===== src/rtl/if_stage_ctrl.sv =====
// if_stage_ctrl: PC register, IF/ID pipeline register and stall watchdog for the fetch stage.
// Optional perf counters (Stall_Cycles, Flush_Count) enabled by defining IF_PERF_CNT_EN.
`default_nettype none

module if_stage_ctrl #(
  parameter logic [31:0] RESET_PC  = 32'h0000_0000,
  parameter int unsigned MAX_STALL = 16
) (
  input  logic        Clk,
  input  logic        Rst_n,
  input  logic        PCWrite,
  input  logic        IFID_Write,
  input  logic        IF_Flush,
  input  logic        Jump,
  input  logic [31:0] Jump_Target,
  input  logic        Branch_Taken,
  input  logic [31:0] Branch_Target,
  input  logic [31:0] Instr_IF,
  output logic [31:0] PC_IF,
  output logic [31:0] Instr_ID,
  output logic [31:0] PCPlus4_ID,
  output logic        Valid_ID,
  output logic        Stall_Timeout,
  output logic [1:0]  Fetch_State
`ifdef IF_PERF_CNT_EN
  ,
  output logic [31:0] Stall_Cycles,
  output logic [31:0] Flush_Count
`endif
);

  typedef enum logic [1:0] {
    ST_RUN     = 2'd0,
    ST_STALL   = 2'd1,
    ST_TIMEOUT = 2'd2
  } fetch_state_e;

  localparam logic [7:0] C_MAX_STALL = 8'(MAX_STALL);

  fetch_state_e state_q, state_d;
  logic [31:0]  pc_q, pc_d;
  logic [31:0]  instr_q, instr_d;
  logic [31:0]  pcp4_q, pcp4_d;
  logic         valid_q, valid_d;
  logic [7:0]   cnt_q, cnt_d;

  logic [31:0]  pc_plus4;
  logic [31:0]  pc_sel;
  logic [8:0]   cnt_inc;

  assign pc_plus4 = pc_q + 32'd4;
  assign cnt_inc  = {1'b0, cnt_q} + 9'd1;

  // Jump outranks branch; low two bits are always cleared on the selected target.
  always_comb begin
    pc_sel = pc_plus4;
    if (Jump) begin
      pc_sel = Jump_Target;
    end else if (Branch_Taken) begin
      pc_sel = Branch_Target;
    end
    pc_d = PCWrite ? (pc_sel & ~32'h3) : pc_q;
  end

  always_comb begin
    instr_d = instr_q;
    pcp4_d  = pcp4_q;
    valid_d = valid_q;
    if (IF_Flush) begin
      instr_d = 32'h0;
      pcp4_d  = 32'h0;
      valid_d = 1'b0;
    end else if (IFID_Write) begin
      instr_d = Instr_IF;
      pcp4_d  = pc_plus4;
      valid_d = 1'b1;
    end
  end

  // Watchdog trips on the stall cycle whose increment would hit MAX_STALL.
  always_comb begin
    state_d = state_q;
    cnt_d   = cnt_q;
    if (PCWrite) begin
      cnt_d = 8'h00;
    end else if (cnt_q != C_MAX_STALL) begin
      cnt_d = cnt_inc[7:0];
    end
    case (state_q)
      ST_RUN, ST_STALL: begin
        if (PCWrite) begin
          state_d = ST_RUN;
        end else if (cnt_inc >= {1'b0, C_MAX_STALL}) begin
          state_d = ST_TIMEOUT;
        end else begin
          state_d = ST_STALL;
        end
      end
      ST_TIMEOUT: state_d = ST_TIMEOUT;
      default:    state_d = ST_RUN;
    endcase
  end

  always_ff @(posedge Clk or negedge Rst_n) begin
    if (!Rst_n) begin
      state_q <= ST_RUN;
      cnt_q   <= 8'h00;
      pc_q    <= RESET_PC;
      instr_q <= 32'h0;
      pcp4_q  <= 32'h0;
      valid_q <= 1'b0;
    end else begin
      state_q <= state_d;
      cnt_q   <= cnt_d;
      pc_q    <= pc_d;
      instr_q <= instr_d;
      pcp4_q  <= pcp4_d;
      valid_q <= valid_d;
    end
  end

  assign PC_IF         = pc_q;
  assign Instr_ID      = instr_q;
  assign PCPlus4_ID    = pcp4_q;
  assign Valid_ID      = valid_q;
  assign Stall_Timeout = (state_q == ST_TIMEOUT);
  assign Fetch_State   = state_q;

`ifdef IF_PERF_CNT_EN
  logic [31:0] stall_cyc_q;
  logic [31:0] flush_cnt_q;

  always_ff @(posedge Clk or negedge Rst_n) begin
    if (!Rst_n) begin
      stall_cyc_q <= 32'h0;
      flush_cnt_q <= 32'h0;
    end else begin
      if (!PCWrite) begin
        stall_cyc_q <= stall_cyc_q + 32'd1;
      end
      if (IF_Flush) begin
        flush_cnt_q <= flush_cnt_q + 32'd1;
      end
    end
  end

  assign Stall_Cycles = stall_cyc_q;
  assign Flush_Count  = flush_cnt_q;
`endif

endmodule

`default_nettype wire

===== config.mk =====
export PLATFORM = sky130hd
export DESIGN_NAME = if_stage_ctrl
export DESIGN_NICKNAME = d
export VERILOG_FILES = /design/src/rtl/if_stage_ctrl.sv
export SDC_FILE = /design/constraint.sdc
export NUM_CORES = 1
export LEC_CHECK = 0
export ABC_AREA = 1
export CORE_MARGIN = 3
export CORE_UTILIZATION = 46
export CTS_BUF_LIST = sky130_fd_sc_hd__clkbuf_4
export DETAILED_ROUTE_END_ITERATION = 10
export MAX_ROUTING_LAYER = met4
export PLACE_DENSITY_LB_ADDON = 0.2
export SLEW_MARGIN = 20
export SYNTH_ARGS = -nofsm -noshare
export SYNTH_HDL_FRONTEND = slang
export SYNTH_SLANG_ARGS = --single-unit

===== constraint.sdc =====
create_clock -name Clk -period 1.7 [get_ports Clk]
set_input_delay 0.34 -clock Clk [delete_from_list [all_inputs] [get_ports Clk]]
set_output_delay 0.34 -clock Clk [all_outputs]
set_load 0.005 [all_outputs]

# == Word-level counts from Yosys, hierarchy flattened ==
# Cells that the tools add are included.
# word_totals
word_cells,29
register_bits,105
input_bits,103
output_inout_bits,100
# classes
addsub,2
magnitude_cmp,1
mux,13
eq_ne,3
reduce_logical,4
# ops
cell,count
two-way mux 32 bit,6
"adder 32 x 3 -> 32 bit, second input constant",1
two-way mux 8 bit,2
"adder 8 x 1 -> 9 bit, second input constant",1
"greater-or-equal comparator 9 x 5 -> 1 bit, second input constant",1
"inequality test 8 x 5 -> 1 bit, second input constant",1
two-way mux 2 bit,2
case mux 2 bit (2 select lines),1
nonzero test 2 bit,2
"equality test 2 x 1 -> 1 bit, second input constant",1
"equality test 2 bit, second input constant",1
zero test 2 bit,1
two-way mux 1 bit,2
OR reduction 2 bit,1

# == Logic depth before layout (Yosys ltp) ==
# Gate-level depths: netlist of run 1.
# logic_depth
word_depth,5
depth_mapped,10

# == Worst setup path after synthesis of run 1 ==
# No wires, ideal clock.
# synth_timing
kind,register to register
start,register pc_q[3] (netlist: PC_IF[3])
end,register pcp4_q[24] (netlist: PCPlus4_ID[24])
arrival_ps,1373
slack_ps,209
stages_incl_launch_ff,10
cell_sequence,dfrtp_1 -> ha_1 -> nand2_2 -> nor2_8 -> nand2_2 -> nor2_2 -> nand2_1 -> nand2_1 -> a21oi_1 -> a21o_1
# synth_via
elab_chain_len,3
# synth_rtl
item,line_no,rtl
start: declaration,41,"logic [31:0] pc_q, pc_d;"
start signal: assignment,115,pc_q <= pc_d;
adder 32 x 3 -> 32 bit,51,assign pc_plus4 = pc_q + 32'd4;
two-way mux 32 bit,73,end else if (IFID_Write) begin
two-way mux 32 bit,69,if (IF_Flush) begin
end signal: assignment,117,pcp4_q <= pcp4_d;
end: declaration,43,"logic [31:0] pcp4_q, pcp4_d;"
# No other way between the ends. The select of a mux whose other input is x is not followed.
# A chain may end at the register's enable or synchronous reset.

# == Final worst setup path of run 1 ==
# layout_timing
start,register pc_q[3] (netlist: PC_IF[3])
end,register pcp4_q[20] (netlist: PCPlus4_ID[20])
# Same word-level chain as after synthesis.

==> flow_metrics.py, run 1 <==
metrics = {
    "cts": {
        "clkLatencyLatePin_ps": 490,
        "clk_pin_slew_ps": 160,
        "h-tree-depth": 3,
        "clock_sinks": 103,
        "cts_tree": "yes",
        "cts_root_buffer": "clkbuf_4",
        "numCtsBuffers": 9,
        "ctsLongestPathBuffers": 2,
    },
    "timing": {
        "drv_slew": 0,
        "setup_viol": 0,
        "fin_crit_ps": 1680,
        "worst_clock_skew_ps": 15.7,
        "min_period_over_period": 0.987,
        "rsz0062_at_grt": "true",
        "hold_viol": 0,
        "max_freq_ghz": 0.596,
    },
    "worst_setup_path": {
        "reg2reg_slack_ps": 20,
        "critical_path.top_delay_family": "simple AND/OR/NAND/NOR gates",
        "crit_fanout": 5,
        "r2r_cells": 8,
        "critPathRequiredTime_ps": 2100,
        "critPathSlowestCell": "dfrtp_1",
        "crit_cells": 8,
        "worst-path-buf-inv": 1,
        "start_kind": "flip-flop",
        "critPathMaxStageDelay_ps": 400,
        "path_class": "flip-flop to flip-flop",
        "path_cells": "buf_4 -> ha_4 -> nand2_4 -> nor2_8 -> nand3b_1 -> o21ai_1 -> nand2_1 -> a22o_1",
        "crit_arrival_ps": 2070,
        "endpoint_kind": "flip-flop",
    },
    "global_routing": {
        "grt_max_degree": 40,
        "overflow": 0,
        "grt_pass1_vias": 5827,
        "grt_usage": 0.279,
        "grt_pass1_wl_um": 28400,
        "antenna_found_initial": 0,
    },
    "routing": {
        "drc_errors": 0,
        "drtIter0Drc": 364,
        "drt_wl_total_um": 17700,
        "wire_per_inst_um": 16.4,
        "firstDrtPassIters": 5,
        "ant_nets": 0,
        "viasPerCell": 5.27,
        "vias": 5655,
    },
    "synthesis": {
        "synth_cell_types": 36,
        "synth_edf_count": 0,
        "ys_warn_count": 0,
        "synth_top_cell_area_share": 0.474,
        "ys_seq_area_frac": 0.474,
        "ys_ff_latch": 103,
        "async_flop_share": 1.00,
        "syn_avg_cell_area_um2": 8.15,
        "ys_top_cells_by_area": "dfrtp_1 (47%), nand2_1 (8.6%), nor2_1 (7.9%)",
        "syn-cell-area_um2": 5440,
        "synthCells": 667,
        "synth_top_area_cell": "dfrtp_1",
        "synth-main-ff-cell": "dfrtp_1",
    },
    "floorplan": {
        "io_pins": 203,
        "core_um2": 11500,
        "start_util": 0.474,
        "num_rows": 39,
        "die_x_um": 115,
        "dieArea_um2": 13200,
        "die_height_um": 115,
    },
    "placement": {
        "gp_congestion": 0.893,
        "hpwl_um": 12800,
        "portBuffers": 194,
    },
    "cells_and_area": {
        "n_antenna_cell": 0,
        "multi_input_area_um2": 2610,
        "final_cell_mix": "nand2_1 (124), nor2_1 (106), clkdlybuf4s50_1 (96)",
        "regArea_um2": 2590,
        "final_layout_size_suffix_gt1_frac": 0.168,
        "finalNetCount": 1032,
        "final_util": 0.726,
        "layout_commonest_cell": "nand2_1",
        "fillers": 918,
        "syn2layout_area_growth_pct": 53.1,
    },
    "flow_run": {
        "maxCapViolations": 0,
    },
    "min_path": {
        "hold_path.class": "primary input to asynchronous set/reset pin",
    },
    "power_and_ir_drop": {
        "powerDensity_nw_per_um2": 720,
        "vdd_drop_max_uv": 544,
        "finalPower_w": 0.00599,
        "p_leak_nw": 4.23,
    },
    "outcome": {
        "status": "complete, no violations",
    },
}
-- per-stage QoR --
step	setup WS, ps	cells	cell area [um2]	hold WS, ps	setup TNS (ps)
5_1_grt	-54.6	1074	8320	303	-200
6_report	22.0	1074	8320	306	0
4_1_cts	-32.6	1070	8230	273	-78.0
3_3_place_gp	81.4	999	7740	308	0
3_5_place_dp	60.9	999	7740	309	0
2_1_floorplan	209	670	5450	44.4	0
-- report_power, final --
| part | switching [W] | internal [W] | leakage [nW] | total (W) |
|---|---|---|---|---|
| clock network | 0.000872 | 0.000597 | 0.0786 | 0.00147 |
| registers | 0.000118 | 0.00265 | 1.30 | 0.00277 |
| logic | 0.000855 | 0.000899 | 2.85 | 0.00175 |
-- path summary, 6_finish.rpt --
check / from / endpoint
min reg2reg: PCPlus4_ID[17] / PCPlus4_ID[17]
max in group asynchronous: Rst_n / Instr_ID[16]
max: PC_IF[3] / PCPlus4_ID[20]
max reg2reg: PC_IF[3] / PCPlus4_ID[20]
min in group Clk: Jump / PC_IF[2]
min: Rst_n / PCPlus4_ID[2]
-- area by class of cell --
cell class,count,area share
sequential,103,0.311
inverter,52,0.0235
tap,143,0.0215
multi-input combinational,480,0.314
clock inverter,7,0.0116
timing repair buffer,280,0.310
clock buffer,9,0.00812
-- Yosys cell counts, drive strengths merged (2+ instances only) --
cell and number:
dfrtp 103, nand3b 3, xor2 8, ha 3, xnor2 3, inv 51, a22o 42, nor2 127
a21oi 61, a22oi 8, nand4 2, a21o 13, nand2 133, o211ai 3, o21ai 29, buf 7
nor3 3, clkbuf 28, nand3 35
-- registers in the layout (all words and copies together) (netlist names) --
register and flops:
Instr_ID 32, PCPlus4_ID 30, PC_IF 30, cnt_q 8, Fetch_State 2, Valid_ID 1
-- logic make-up (layout without fill, tap and decap cells) --
family,Yosys count,after routing,synth area share
flops,103,103,0.474
buf+inv,87,348,0.0628
fa+ha+maj,3,3,0.00691
other cells,1,4,0.000690
simple gates,305,305,0.252
compound gates,157,157,0.186
xor+xnor,11,11,0.0177
-- per-layer routing --
metal / track usage / part of all wire
met2: 0.462 / 0.51
met3: 0.0624 / 0.070
met1: 0.346 / 0.41
met5: - / 0
met4: 0.0775 / 0.017
-- repair_timing --
item | CTS | global route
endpoints found under the hold margin | 26 | 0
resized for setup | 109 | 22
pin swaps | 0 | 9
buffers inserted | 54 | 4
endpoints found under the setup margin | 96 | 35
hold buffers | 1 | 0
cloned | 0 | 0
No activity file was read; power rests on OpenSTA's default activity.
==> run 2, diff against run 1 <==
CORE_UTILIZATION = 45   (was 46)
TNS_END_PERCENT = 5   (was not set)
==> run 2 against run 1 <==
Clock power fell by 8%; register-to-register slack improved by 60 ps; utilization fell by 4.0 points; global-route usage fell by 2.4 points; power fell by 4.8%; via count fell by 4.5%; worst hold slack got worse by 90 ps; flip-flop and latch count did not move; die area rose by 2.1%; critical path depth fell by 6; largest cell class is now sequential cells.
==> flow_metrics.py, run 2 (synthesis gave the netlist of run 1 again) <==
metrics = {
    "power_and_ir_drop": {
        "swShare": 0.316,
        "pwr-share-comb": 0.267,
        "power.switching_w": 0.00180,
        "vdd_drop_max_uv": 396,
        "powerDensity_nw_per_um2": 717,
        "p_leak_nw": 4.00,
        "pwr-share-clk": 0.236,
        "pwr-share-seq": 0.497,
        "p_int_w": 0.00390,
    },
    "global_routing": {
        "antenna_found_initial": 0,
        "grt_pass1_vias": 5431,
        "overflow": 0,
        "grt_usage": 0.255,
        "grt_max_degree": 56,
        "grt_pass1_wl_um": 26500,
    },
    "floorplan": {
        "core_um2": 11600,
        "die_x_um": 116,
        "io_pins": 203,
        "num_rows": 39,
        "dieArea_um2": 13400,
        "start_util": 0.468,
        "die_height_um": 116,
    },
    "placement": {
        "placed_area_um2": 7760,
        "portBuffers": 194,
        "gp_congestion": 0.928,
        "pre_cts_ws_ps": 51.9,
        "hpwl_um": 12300,
    },
    "worst_setup_path": {
        "crit_arrival_ps": 1310,
        "r2r_cells": 9,
        "path_class": "flip-flop to output pin",
        "worstReg2RegStart": "PC_IF[3]",
        "critPathRequiredTime_ps": 1360,
        "endpoint_kind": "output pin",
        "reg2reg_slack_ps": 80,
        "crit_fanout": 3,
        "cp-startpoint": "PC_IF[4]",
        "start_kind": "flip-flop",
    },
    "min_path": {
        "hold_path.class": "primary input to asynchronous set/reset pin",
    },
    "cells_and_area": {
        "layout_commonest_cell": "nand2_1",
        "largest_reg_flops": 32,
        "final_cell_mix": "nand2_1 (124), nor2_1 (109), clkdlybuf4s50_1 (96)",
        "final_util": 0.685,
        "fin_area_um2": 7960,
        "finalNetCount": 983,
        "syn2layout_area_growth_pct": 46.4,
        "n_antenna_cell": 0,
        "final_layout_size_suffix_gt1_frac": 0.116,
    },
    "flow_run": {
        "maxCapViolations": 0,
    },
    "cts": {
        "clk_pin_slew_ps": 170,
        "cts_root_buffer": "clkbuf_4",
        "clock_sinks": 103,
        "h-tree-depth": 3,
        "ctsLongestPathBuffers": 2,
        "numCtsBuffers": 9,
        "clkLatencyLatePin_ps": 480,
        "cts_tree": "yes",
    },
    "timing": {
        "drv_slew": 0,
        "min_period_over_period": 0.969,
        "worst_clock_skew_ps": 15.9,
        "max_freq_ghz": 0.607,
        "hold_viol": 0,
        "fin_crit_ps": 1650,
        "whs_ps": 216,
        "rsz0062_at_grt": "true",
        "setup_ws_ps": 52.2,
        "setup_viol": 0,
    },
    "routing": {
        "drc_errors": 0,
        "viasPerCell": 5.27,
        "drt_wl_total_um": 16600,
        "wire_per_inst_um": 16.2,
        "drtIter0Drc": 381,
        "firstDrtPassIters": 5,
        "ant_nets": 0,
        "vias": 5399,
    },
    "outcome": {
        "status": "complete, no violations",
    },
}
-- run 2: layer usage --
metal,routed length [um],global-route usage,share of wire,vias to the layer above
li1,-,-,-,2614
met4,410,0.0920,0.025,0
met5,0,-,0,-
met1,7450,0.340,0.45,2571
met2,7820,0.397,0.47,184
met3,878,0.0386,0.053,30
-- run 2: worst paths after layout --
check / endpoint
worst max register to register: PC_IF[28]
worst min register to register: PCPlus4_ID[11]
max in group asynchronous: PCPlus4_ID[24]
worst min-delay path: PC_IF[13]
worst max-delay path: PC_IF[4]
min in group Clk: PC_IF[2]
-- run 2: layout make-up --
| type | instances | area [um2] |
|---|---|---|
| fillers | 974 | 3650 |
| flip-flops and latches | 103 | 2590 |
| multi-input cells | 480 | 2580 |
| repair buffers | 231 | 2260 |
| inverters | 52 | 195 |
| well taps | 143 | 179 |
| clock inverters | 7 | 78.8 |
| clock buffers | 9 | 67.6 |
-- run 2: power by group through the flow --
stage | Combinational (W) | Sequential (W) | Clock (W)
global route | 0.00168 | 0.00287 | 0.00147
floorplan | 0.000620 | 0.00287 | 0
finish | 0.00152 | 0.00284 | 0.00135
global placement | 0.00155 | 0.00287 | 0
detailed placement | 0.00158 | 0.00288 | 0
CTS | 0.00149 | 0.00283 | 0.00138
-- run 2: critical path, cell delays in order, from the launching register on --
cell	delay, ps
dfrtp_1	420
buf_4	160
dlygate4sd2_1	260
-- run 2: what timing repair did --
action                                  in CTS  in global routing
setup buffers                                4                  5
hold buffers                                 1                  0
endpoints found under the setup margin      96                 25
gates resized for setup                    114                 21
pin swaps                                    0                  7
hold endpoints to repair                   103                  0
gates cloned                                 0                  0
-- run 2: metrics by stage --
stage / cells / TNS, ps / power [W]
after floorplan: 670 / 0 / 0.00349
after global placement: 999 / 0 / 0.00442
after detailed placement: 999 / 0 / 0.00446
after CTS: 1020 / 0 / 0.00570
after global routing: 1025 / -77.2 / 0.00602
final: 1025 / 0 / 0.00570
==> run 3, diff against run 2 <==
CORE_UTILIZATION = 46   (was 45)
==> run 3 against run 2 <==
Via count is 1.0% higher; combinational power decreased by 3%; power grew 1.4%; critical endpoint is now PCPlus4_ID[20]; highest routed layer unchanged; sequential share of layout area rose by 0.18 points; first-iteration DRC count decreased by 11%; setup slack worse by 48 ps.
==> flow_metrics.py, run 3 (synthesis gave the netlist of run 1 again) <==
metrics = {
    "outcome": {
        "status": "complete, no violations",
    },
    "routing": {
        "drtIter0Drc": 338,
        "firstDrtPassIters": 5,
        "ant_nets": 0,
        "vias": 5455,
        "viasPerCell": 5.34,
        "wire_per_inst_um": 16.5,
        "drc_errors": 0,
        "drt_wl_total_um": 16900,
    },
    "power_and_ir_drop": {
        "finalPower_w": 0.00578,
        "p_leak_nw": 3.97,
        "powerDensity_nw_per_um2": 731,
        "vdd_drop_max_uv": 583,
    },
    "timing": {
        "tns_ps": 0,
        "fin_crit_ps": 1700,
        "drv_slew": 0,
        "worst_clock_skew_ps": 18.1,
        "setup_viol": 0,
        "min_period_over_period": 0.998,
        "max_freq_ghz": 0.590,
        "hold_viol": 0,
        "rsz0062_at_grt": "true",
    },
    "floorplan": {
        "io_pins": 203,
        "core_um2": 11500,
        "die_x_um": 115,
        "num_rows": 39,
        "dieArea_um2": 13200,
        "die_height_um": 115,
        "start_util": 0.474,
    },
    "cts": {
        "cts_tree": "yes",
        "ctsLongestPathBuffers": 2,
        "clk_pin_slew_ps": 170,
        "cts_root_buffer": "clkbuf_4",
        "clock_sinks": 103,
        "h-tree-depth": 3,
        "numCtsBuffers": 9,
        "clkLatencyLatePin_ps": 480,
    },
    "worst_setup_path": {
        "worstReg2RegStart": "PC_IF[3]",
        "r2r_cells": 7,
        "critPathRequiredTime_ps": 2090,
        "crit_arrival_ps": 2090,
        "cp-endpoint": "PCPlus4_ID[20]",
        "path_class": "flip-flop to flip-flop",
        "reg2reg_slack_ps": 4,
        "endpoint_kind": "flip-flop",
        "r2r-end": "PCPlus4_ID[20]",
        "cp-startpoint": "PC_IF[3]",
        "start_kind": "flip-flop",
        "crit_fanout": 6,
    },
    "cells_and_area": {
        "final_layout_size_suffix_gt1_frac": 0.113,
        "n_antenna_cell": 0,
        "syn2layout_area_growth_pct": 45.4,
        "final_cell_mix": "nand2_1 (124), nor2_1 (108), clkdlybuf4s50_1 (96)",
        "largest_reg_flops": 32,
        "layout_commonest_cell": "nand2_1",
        "finalNetCount": 980,
    },
    "flow_run": {
        "maxCapViolations": 0,
    },
    "min_path": {
        "hold_path.class": "primary input to flip-flop",
        "worstHoldStart": "Jump",
    },
    "placement": {
        "hpwl_um": 12800,
        "gp_congestion": 0.893,
        "portBuffers": 194,
    },
    "global_routing": {
        "grt_pass1_vias": 5604,
        "grt_max_degree": 40,
        "grt_usage": 0.268,
        "grt_pass1_wl_um": 27400,
        "overflow": 0,
        "antenna_found_initial": 0,
    },
}
run 3: cell count changes in the layout (fill, tap and decap cells not counted), sizes merged:
cell           before  now
clkinv              4    2
bufinv              1    2
clkdlybuf4s15       9    6
buf                38   36
dlymetal6s2s        0    1
dlygate4sd2        87   88
clkinvlp            0    3
inv                54   52
run 3: cell type report:
class	count	area, um2
clock inverters	7	96.3
well taps	143	179
inverters	52	195
clock buffers	9	67.6
multi-input cells	480	2570
fillers	970	3560
flip-flops and latches	103	2590
repair buffers	228	2210
run 3: metrics by stage:
| step | worst slack, ps | cells | utilization | instance area [um2] | hold WS, ps |
|---|---|---|---|---|---|
| 4_1_cts | -138 | 1021 | 0.686 | 7860 | 273 |
| 6_report | 3.91 | 1022 | 0.689 | 7910 | 309 |
| 2_1_floorplan | 209 | 670 | - | 5450 | 44.4 |
| 5_1_grt | -51.8 | 1022 | 0.689 | 7910 | 307 |
| 3_5_place_dp | 60.9 | 999 | 0.675 | 7740 | 309 |
| 3_3_place_gp | 81.4 | 999 | 0.675 | 7740 | 308 |
run 3: how the worst min path moves through the flow:
| stage | end | cells after the start |
|---|---|---|
| CTS | PC_IF[2] | 3 |
| floorplan | Fetch_State[0] | 0 |
| global placement | PCPlus4_ID[3] | 1 |
| detailed placement | PCPlus4_ID[3] | 1 |
| finish | PC_IF[2] | 3 |
| global route | PC_IF[4] | 3 |
run 3: critical path: stages (launching register included):
cell,delay [ps]
dfrtp_1,390
ha_2,200
nand2_2,100
nor2_8,180
nand3b_1,200
o21ai_1,210
nand2_1,120
a22o_1,200
run 3: per-layer routing:
layer	up-vias	GRT usage	share of wire
li1	2610	-	-
met1	2593	0.335	0.41
met2	226	0.440	0.50
met3	26	0.0629	0.074
met4	0	0.0728	0.017
met5	-	-	0
run 3: what timing repair did:
item	CTS	global route
resized for setup	109	15
setup endpoints to repair	96	26
pin swaps	0	0
hold endpoints to repair	26	0
hold buffers	1	0
setup buffers	5	1
run 3: report_power, final:
group          switching, W  leakage, nW  internal, W  total (W)
logic              0.000731         2.59     0.000751    0.00148
clock network      0.000868       0.0786     0.000598    0.00147
registers          0.000184         1.30      0.00265    0.00283
total               0.00178         3.97      0.00400    0.00578
